==> config.mk <==
export PLATFORM = sky130hd
export DESIGN_NAME = tia_hcount_seq
export DESIGN_NICKNAME = d
export VERILOG_FILES = /design/src/rtl/tia_timing_pkg.sv /design/src/rtl/tia_phase_gen.sv /design/src/rtl/tia_hcount_seq.sv
export SDC_FILE = /design/constraint.sdc
export NUM_CORES = 1
export LEC_CHECK = 0
export CAP_MARGIN = 15
export CORE_MARGIN = 2
export CORE_UTILIZATION = 41
export CTS_BUF_LIST = sky130_fd_sc_hd__clkbuf_8 sky130_fd_sc_hd__clkbuf_16
export CTS_CLUSTER_SIZE = 20
export DETAILED_ROUTE_END_ITERATION = 12
export PLACE_DENSITY = 0.69
export SYNTH_ARGS = -nofsm -noshare
export SYNTH_HDL_FRONTEND = slang
export SYNTH_SLANG_ARGS = --single-unit
==> constraint.sdc <==
create_clock -name clk -period 2.54 [get_ports clk]
set_input_delay 0.508 -clock clk [delete_from_list [all_inputs] [get_ports clk]]
set_output_delay 0.508 -clock clk [all_outputs]
set_load 0.02 [all_outputs]
==> src/rtl/tia_timing_pkg.sv <==
// Shared horizontal/vertical/object timing definitions: counter width,
// polynomial counter next-state function, phase encodings, default states.
// No ports; imported by tia_phase_gen and tia_hcount_seq.
package tia_timing_pkg;

  localparam int CNT_W = 6;
  typedef logic [CNT_W-1:0] hcnt_t;

  // Phase values whose following cycle carries the s1 / s2 strobe.
  localparam logic [1:0] PH_S1 = 2'd0;
  localparam logic [1:0] PH_S2 = 2'd2;

  localparam hcnt_t WRAP_DEFAULT  = 6'b010101;
  localparam hcnt_t MATCH_DEFAULT = 6'b111100;

  // XNOR-feedback shift: the all-zero state is legal, all-ones is the
  // lock-up state (it maps to itself).
  function automatic hcnt_t lfsr_next(input hcnt_t c);
    return {c[4:0], ~(c[5] ^ c[4])};
  endfunction

endpackage

==> src/rtl/tia_phase_gen.sv <==
// Two-phase strobe generator: quarter-rate, non-overlapping s1/s2 plus the
// counter advance strobe (edge that ends the s2 cycle).
// Ports: clk, reset_n (sync, active-low), en (freeze when 0), s1, s2, adv.
module tia_phase_gen
  import tia_timing_pkg::*;
(
  input  logic clk,
  input  logic reset_n,
  input  logic en,
  output logic s1,
  output logic s2,
  output logic adv
);

  logic [1:0] ph;
  logic [1:0] ph_nxt;

  assign ph_nxt = ph + 2'd1;

  // Combinational: the edge on which ph==PH_S2 is the one closing the s2 cycle.
  assign adv = en & (ph == PH_S2);

  always_ff @(posedge clk) begin
    if (!reset_n) begin
      // ph=3 so that the first enabled edge lands on PH_S1.
      ph <= 2'd3;
      s1 <= 1'b0;
      s2 <= 1'b0;
    end else begin
      if (en) ph <= ph_nxt;
      s1 <= en & (ph_nxt == PH_S1);
      s2 <= en & (ph_nxt == PH_S2);
    end
  end

endmodule

==> src/rtl/tia_hcount_seq.sv <==
// Horizontal counter sequencer: drives the D1/D2 phase strobes and advances
// the 6-bit polynomial counter once per 4 enabled clocks, with line wrap,
// software resync (RSYNC) and one programmable match decode.
// Ports: clk, reset_n, en, rsync in; s1, s2, count, wrap (registered),
// match (combinational from count) out.
module tia_hcount_seq
  import tia_timing_pkg::*;
#(
  parameter logic [5:0] WRAP_STATE  = WRAP_DEFAULT,
  parameter logic [5:0] MATCH_STATE = MATCH_DEFAULT
) (
  input  logic       clk,
  input  logic       reset_n,
  input  logic       en,
  input  logic       rsync,
  output logic       s1,
  output logic       s2,
  output logic [5:0] count,
  output logic       wrap,
  output logic       match
);

  logic adv;
  logic rsync_pend;

  tia_phase_gen u_phase (
    .clk     (clk),
    .reset_n (reset_n),
    .en      (en),
    .s1      (s1),
    .s2      (s2),
    .adv     (adv)
  );

  always_ff @(posedge clk) begin
    if (!reset_n) begin
      count      <= '0;
      wrap       <= 1'b0;
      rsync_pend <= 1'b0;
    end else if (adv) begin
      if (rsync_pend || rsync) begin
        // Any number of strobes since the last advance collapse here.
        count      <= '0;
        wrap       <= 1'b1;
        rsync_pend <= 1'b0;
      end else if (count == WRAP_STATE) begin
        count <= '0;
        wrap  <= 1'b1;
      end else begin
        count <= lfsr_next(count);
        wrap  <= 1'b0;
      end
    end else begin
      wrap <= 1'b0;
      // Held across en=0 until the next advance edge.
      if (rsync) rsync_pend <= 1'b1;
    end
  end

  assign match = (count == MATCH_STATE);

endmodule

==> flow_metrics.py <==
metrics = {
    "synth": {
        "syn_inst": 61,
        "synthMuxAreaShare_pct": 0,
        "ys_types": 22,
        "synth.top_cell.area_share_pct": 44.44,
        "synth_edf_count": 0,
        "synthTopCellsByCount": "12 x dfxtp_1, 9 x nand2_1, 5 x ha_1, 5 x nand3_1",
        "syn_area_sq_um": 540.5,
        "ys_seq_elements": 12,
        "synth_xor_area_share_pct": 1.620,
        "synth_top_area_cell": "dfxtp_1",
        "ys_seq_area_share_pct": 44.44,
        "synth_compound_area_share_pct": 10.65,
        "synth_top_family_by_area": "simple AND/OR/NAND/NOR gates",
        "syn_avg_cell_area_sq_um": 8.861,
        "synthSimpleGateAreaFrac_pct": 27.55,
        "synth.net_count": 70,
        "synth_fa_ha_area_share_pct": 11.57,
        "synth_ff_type": "dfxtp_1",
        "ys_top_cells_by_area": "dfxtp_1 44%, ha_1 12%, nand2_1 6.3%",
        "yosysMostFrequentCell": "dfxtp_1",
        "synthArstFlopShare_pct": 0,
        "yosysWarnings": 0,
    },
    "placement": {
        "place_congestion": 0.7456,
        "io_buffers": 13,
        "post-dp-hpwl_microns": 721.5,
    },
    "setup_path": {
        "r2r_cells": 5,
        "critPathMaxFanout": 5,
        "worstSetupStartpointType": "flop",
        "cp-end-kind": "output port",
        "worstPathRequired_ns": 2.03,
        "cp_cell_sequence": "ha_1 > nand2_1 > nor3_1 > clkdlybuf4s50_1",
        "path_class": "flop to output port",
        "worstPathArrival_ns": 1.63,
        "cpPeakStageDelay_ns": 0.63,
        "worst_path_max_delay_cell": "clkdlybuf4s50_1",
    },
    "die": {
        "core_area_sq_um": 1269,
        "num_io_pins": 14,
        "initial_core_util_pct": 42.60,
        "die_w_microns": 40.31,
        "chipHeight_microns": 40.31,
        "row_count": 13,
        "floorplan.die_area_sq_um": 1625,
    },
    "layout": {
        "final_util_pct": 56.71,
        "nFillCells": 124,
        "diodes": 0,
        "final_nets": 86,
        "drive_gt1_share_pct": 5.333,
        "multi_input_area_sq_um": 277.8,
        "regArea_sq_um": 240.2,
        "area_growth_syn_to_layout_pct": 33.10,
    },
    "run_status": {
        "outcome": "finished clean",
    },
    "global_routing": {
        "overflow": 0,
        "grt_max_degree": 14,
        "grt_usage_pct": 15.67,
        "grt_pass1_vias": 354,
        "antenna_found_initial": 0,
        "grt_first_pass_wirelength_microns": 1552,
    },
    "detailed_routing": {
        "detail-route-antenna-nets": 0,
        "wire_per_inst_microns": 11.32,
        "num_vias": 464,
        "finalWirelength_microns": 1019,
        "drc_errors": 0,
        "drt_first_iter_violations": 13,
        "viasPerCell": 5.156,
        "firstDrtPassIters": 4,
    },
    "timing": {
        "maxSlewViolCount": 0,
        "fin_skew_ns": 0.001796,
        "max_freq_mhz": 466.7,
        "fin_crit_sh_pct": 84.36,
        "fin_crit_ns": 2.143,
        "slew_headroom_pct": 74.65,
        "rsz0062_at_grt": "no",
        "hold_viol": 0,
        "setup_tns_ns": 0,
        "setup_violations": 0,
        "tightest_slew_ns": 0.3791,
    },
    "clocking": {
        "post_cts_buffers": 0,
        "cts_root_buffer": "clkbuf_8",
        "numClockSinks": 12,
        "hold_buffers": 0,
        "cts_buffers": 3,
        "h-tree-depth": 1,
        "clkLatencyLatePin_ns": 0.23,
        "cts_tree": "built",
        "max-clock-path-buffers": 2,
        "cts.reportedPaths.clkPinSlew_ns": 0.05,
        "cts_resized": 0,
    },
    "flow_run": {
        "drv_cap": 0,
    },
    "min_path": {
        "min_path_cells": 2,
        "hp-class": "flop to flop",
    },
    "pwr": {
        "ir_drop_mv": 0.3059,
        "p_leak_uw": 0.0002845,
        "power.density_nw_per_um2": 583.4,
    },
}
## worst max-delay path: cells and delay by family, from the launching register on
kind,cells,cell delay [ns]
fa+ha+maj,1,0.17
flops,1,0.40
simple gates,2,0.20
buf+inv,1,0.63
## power breakdown
group	internal (uW)	switching (uW)	total, uW	leakage, uW
Combinational	22.6	25.0	47.6	0.000165
Sequential	197	7.34	205	0.0000979
Clock	104	63.4	167	0.0000216
## metal layers
layer  global-route usage (%)  vias up  share of wire, %
li1                         -      234                 -
met3                    5.000        2               4.6
met4                    15.00        0               2.3
met2                    20.16       12                45
met5                        0        -                 0
met1                    19.93      216                48
## layout by cell type (no fill, tap or decap), drive strengths merged
cell type and n:
inv 3, nor3b 1, and2 1, dfxtp 12, and4 1, clkbuf 3, a21boi 3, nand4 1
o21ai 5, nand2 9, xnor2 1, clkdlybuf4s50 13, nor3 2, ha 5, nand3 5, nand3b 1
nor2 3, a21oi 2, and3 2, nand2b 2
## sequential cells by signal (all words and copies together) (netlist names)
name and flops:
u_phase.ph 2, count 6, u_phase.s2 1, rsync_pend 1, wrap 1, u_phase.s1 1
## worst paths after layout
path	from	to	slack [ns]
setup / recovery	count[4]	match	0.40
hold / removal	count[2]	count[2]	0.49
setup reg to reg	u_phase.ph[0]	count[3]	1.31
hold reg to reg	count[2]	count[2]	0.49
## kinds of logic (layout without fill, tap and decap cells)
kind of cell	after synthesis	after routing
XOR/XNOR	1	1
AND/OR/NAND/NOR	28	28
adder cells (fa/ha/maj)	5	5
buffers and inverters	5	19
flip-flops	12	12
AO/OA/AOI/OAI	10	10
## metrics by stage
step | power [uW] | hold slack [ns] | instances | area [sq um] | setup WS [ns]
global placement | 255.5 | 0.4798 | 87 | 678.2 | 0.7219
finish | 419.7 | 0.4916 | 90 | 719.4 | 0.3973
CTS | 425.1 | 0.4955 | 90 | 719.4 | 0.3994
floorplan | 237.5 | 0.4971 | 61 | 540.5 | 0.8517
detailed placement | 256.1 | 0.4883 | 87 | 678.2 | 0.6605
global route | 438.3 | 0.5199 | 90 | 719.4 | 0.2827
## cell type report
class | count | area share, %
Clock buffer | 3 | 5.739
Inverter | 3 | 1.565
Multi-Input combinational cell | 44 | 38.61
Tap cell | 15 | 2.609
Sequential cell | 12 | 33.39
Timing Repair Buffer | 13 | 18.09
Power figures use the tool's default switching activity.
==> variant 1, RTL diff (same flow settings) <==
One comparison of `count` changes from == to >=.
--- a/src/rtl/tia_hcount_seq.sv
+++ b/src/rtl/tia_hcount_seq.sv
@@ -43,7 +43,7 @@
         count      <= '0;
         wrap       <= 1'b1;
         rsync_pend <= 1'b0;
-      end else if (count == WRAP_STATE) begin
+      end else if (count >= WRAP_STATE) begin
         count <= '0;
         wrap  <= 1'b1;
       end else begin
Check against the original RTL: no difference found for any inputs over 10 cycles, from zero or initial values and one cycle with reset_n low; that may be too few to reach the edited logic, so the function may still have changed.
==> variant 1 against the unedited design <==
Critical path depth unchanged. Via count down 20%. Design area shrank 2.8%. Area after synthesis down 8.1%. Synthesized cell count shrank 28%. Total power increased by 6.0%. Die area decreased by 7.3%. Worst setup slack worse by 5.1 ps. Sequential cell count unchanged. Routed wire length down 16%. Clock power up 23%. Final cell count decreased by 17%. Global-route usage is 0.76 points lower. Sequential share of layout area up 0.96 points.
==> variant 1: results (changes against the unedited design) <==
metric;value;unit;change
Comb pwr share;0.086;;was 0.113
global-route wire length before repair;1370;µm;was 1550 µm
Cell variety after synth;16;;was 22
slowest CP cell;clkdlybuf4s50_1;;unchanged
Compound-Gate Fraction of Synth Area;0.212;;was 0.106
Routed WL;861;µm;was 1020 µm
most frequent cells after synthesis;12 x dfxtp_1, 6 x a32o_1, 5 x ha_1;;was 12 x dfxtp_1, 9 x nand2_1, 5 x ha_1, 5 x nand3_1
worst rel slew slack;0.776;;was 0.746
Switching Fraction;0.208;;was 0.228
xor/xnor cell area share of the yosys netlist;0.0176;;was 0.0162
drt pass-1 iters;4;;unchanged
Clk power;0.000205;W;was 0.000167 W
largest cells by area after synthesis;dfxtp_1 48%, ha_1 13%, a32o_1 12%;;was dfxtp_1 44%, ha_1 12%, nand2_1 6.3%
routability cong.;0.646;;was 0.746
gr usage total;0.149;;was 0.157
layout cells sized above 1;0.164;;was 0.0533
Clock Latency Late Sink;240;ps;
status;completed;;unchanged
Max VDD drop;399;µV;was 306 µV
number of fill cells;99;;was 124
Worst Skew;5.01;ps;was 1.80 ps
syn_nets;53;;was 70
adder-cell share of the synthesized area;0.126;;was 0.116
Place WS;646;ps;was 661 ps
LEAKAGE;0.282;nW;was 0.285 nW
via count;371;;was 464
sequential-to-total area share from yosys stat;0.484;;was 0.444
DRT iter0 DRCs;6;;was 13
largest net degree at the start of global routing;8;;was 14
Layout Nets;71;;was 86
hpwl dp;620;µm;was 722 µm
Diodes inserted;0;;unchanged
vias in the first global route;308;;was 354
-- variant 1: cell count changes after synthesis, sizes merged, moves of 2 or more --
cell / unedited run / this run
nand3: 5 / 2
o21ai: 5 / 2
a32o: 0 / 6
a21boi: 3 / 1
nand2: 9 / 3
nor2: 3 / 0
nand2b: 2 / 0
o21a: 0 / 2
-- variant 1: final cells by class --
| cell class | count | share of cell area |
|---|---|---|
| multi-input combinational | 28 | 0.345 |
| sequential | 12 | 0.343 |
| timing repair buffer | 13 | 0.186 |
| tap | 14 | 0.0250 |
| inverter | 4 | 0.0215 |
| clock buffer | 4 | 0.0787 |
-- variant 1: metrics by stage --
stage | util | instance area [µm²] | cells | power (W) | hold WS, ps
2_1_floorplan | - | 497 | 44 | 0.000228 | 442
3_3_place_gp | 0.572 | 644 | 71 | 0.000243 | 459
6_report | 0.621 | 699 | 75 | 0.000445 | 476
4_1_cts | 0.621 | 699 | 75 | 0.000452 | 485
5_1_grt | 0.621 | 699 | 75 | 0.000469 | 492
3_5_place_dp | 0.572 | 644 | 71 | 0.000244 | 473
-- variant 1: metal layers --
metal / wire length (µm) / GRT usage / vias to the layer above
met5: 0 / 0 / -
met4: 36 / 0.155 / 0
met3: 37 / 0.0520 / 4
met2: 326 / 0.163 / 9
met1: 461 / 0.205 / 164
li1: - / - / 194
-- variant 1: final timing paths --
| path | start | to | slack [ps] | cells past startpoint |
|---|---|---|---|---|
| min reg2reg | rsync_pend$_SDFFE_PN0P_ | rsync_pend$_SDFFE_PN0P_ | 480 | 1 |
| max reg2reg | u_phase.ph[0]$_SDFFE_PN1P_ | count[1]$_SDFFE_PN0N_ | 1310 | 4 |
| max | count[4]$_SDFFE_PN0N_ | match | 390 | 4 |
| min | rsync_pend$_SDFFE_PN0P_ | rsync_pend$_SDFFE_PN0P_ | 480 | 1 |
==> variant 2, RTL diff (config.mk and constraints unchanged) <==
Without the edit above. Reset style: asynchronous (`reset_n`), changed in 2 clocked blocks.
--- a/src/rtl/tia_phase_gen.sv
+++ b/src/rtl/tia_phase_gen.sv
@@ -20,7 +20,7 @@
   // Combinational: the edge on which ph==PH_S2 is the one closing the s2 cycle.
   assign adv = en & (ph == PH_S2);
 
-  always_ff @(posedge clk) begin
+  always_ff @(posedge clk or negedge reset_n) begin
     if (!reset_n) begin
       // ph=3 so that the first enabled edge lands on PH_S1.
       ph <= 2'd3;
--- a/src/rtl/tia_hcount_seq.sv
+++ b/src/rtl/tia_hcount_seq.sv
@@ -32,7 +32,7 @@
     .adv     (adv)
   );
 
-  always_ff @(posedge clk) begin
+  always_ff @(posedge clk or negedge reset_n) begin
     if (!reset_n) begin
       count      <= '0;
       wrap       <= 1'b0;
Behaviour: differs if reset_n is asserted again (counterexample within 4 cycles, from zero or initial values and one cycle with reset_n low); with reset_n held inactive, the same outputs for 10 cycles.
==> variant 2 against the unedited design <==
Sequential cell count stayed put. Global-route usage rose by 0.98 points. Worst setup slack worse by 26 ps. Core utilization up 2.0 points. Area after synthesis grew 5.8%. Routed wire length grew 3.0%. Register-to-register slack lost 200 ps. Clock skew about the same. First-iteration DRC count shrank 69%. Design area up 6.3%. Largest cell class is now sequential cells.
Power is not compared: it rests on default switching activity, and its combinational part moved more than twofold at a synthesized area within 25%.
==> variant 2: results (changes against the unedited design) <==
metric;value;unit;change
largest cells by area after synthesis;dfrtp_1 44%, ha_1 11%, dfstp_2 9.2%;;was dfxtp_1 44%, ha_1 12%, nand2_1 6.3%
largest net degree at the start of global routing;13;;was 14
Worst Skew;1.43;ps;was 1.80 ps
Cell variety after synth;19;;was 22
Place WS;670;ps;was 661 ps
hpwl dp;685;µm;was 722 µm
Hold Path Origin;u_phase.ph[1]$_DFFE_PN1P_;;was count[2]$_SDFFE_PN0P_
DRT iter0 DRCs;4;;was 13
most frequent cells after synthesis;10 x dfrtp_1, 6 x a21oi_1, 5 x ha_1;;was 12 x dfxtp_1, 9 x nand2_1, 5 x ha_1, 5 x nand3_1
Via density;5.06;;was 5.16
layout cells sized above 1;0.222;;was 0.0533
number of fill cells;117;;was 124
M2 GR Usage;0.242;;was 0.202
status;completed;;unchanged
grt met3 use;0.0479;;was 0.0500
drt pass-1 iters;2;;was 4
Worst Path Arrival;1660;ps;was 1630 ps
syn_nets;56;;was 70
gr usage total;0.166;;was 0.157
routability cong.;0.714;;was 0.746
xor/xnor cell area share of the yosys netlist;0.0153;;was 0.0162
sequential-to-total area share from yosys stat;0.530;;was 0.444
vias in the first global route;389;;was 354
r2r startpoint;u_phase.ph[0]$_DFFE_PN1P_;;was u_phase.ph[0]$_SDFFE_PN1P_
adder-cell share of the synthesized area;0.109;;was 0.116
slowest stage delay, CP;610;ps;was 630 ps
WL/cell;13.5;µm;was 11.3 µm
global-route wire length before repair;1670;µm;was 1550 µm
variant 2: changes by cell type in the layout (fill, tap and decap cells not counted), moves of 3 or more:
cell | unedited run | this run
nand2_1 | 9 | 0
o21ai_0 | 3 | 0
dfxtp_1 | 12 | 0
nand3_1 | 5 | 2
dfrtp_1 | 0 | 10
a21oi_1 | 2 | 6
a21boi_1 | 3 | 0
a22o_2 | 0 | 3
variant 2: area by class of cell:
type,count,area share
timing repair buffer,13,0.170
clock buffer,4,0.0720
tap,15,0.0245
multi-input combinational,31,0.322
inverter,3,0.0147
sequential,12,0.396
variant 2: logic make-up after synthesis:
kind of cell             after synthesis
buffers and inverters                  4
XOR/XNOR                               1
AO/OA/AOI/OAI                         12
adder cells (fa/ha/maj)                5
flip-flops                            12
AND/OR/NAND/NOR                       13
variant 2: worst max-delay path by stage:
stage	startpoint	endpoint	slack, ps	cells past startpoint
5_1_grt	count[1]$_DFFE_PN0P_	match	270	4
3_3_place_gp	count[1]$_DFFE_PN0P_	match	680	4
2_1_floorplan	count[1]$_DFFE_PN0P_	match	970	3
4_1_cts	count[1]$_DFFE_PN0P_	match	360	4
3_5_place_dp	count[1]$_DFFE_PN0P_	match	670	4
6_report	count[1]$_DFFE_PN0P_	match	370	4
variant 2: metal layers:
layer	vias to the layer above	share of wire
met4	0	0.041
met2	8	0.47
met5	-	0
met1	188	0.45
li1	195	-
met3	4	0.031
variant 2: worst min-delay path, delay by kind of cell (launching register included):
kind | cells | cell delay [ps]
AO/OA/AOI/OAI | 1 | 50
flip-flops | 1 | 380
AND/OR/NAND/NOR | 1 | 100
variant 2: power by group through the flow:
stage	combinational, W	clock (W)	sequential (W)
3_3_place_gp	0.000313	0	0.000342
5_1_grt	0.000346	0.000225	0.000356
4_1_cts	0.000320	0.000219	0.000341
3_5_place_dp	0.000318	0	0.000343
2_1_floorplan	0.000141	0	0.000390
6_report	0.000317	0.000214	0.000342
variant 2: through the flow:
step	util	instances	hold WS [ps]	area, µm²	total power, W
detailed placement	0.545	74	530	709	0.000661
CTS	0.588	78	538	764	0.000881
floorplan	-	47	212	572	0.000531
global placement	0.545	74	514	709	0.000655
global route	0.588	78	553	764	0.000927
finish	0.588	78	533	764	0.000873
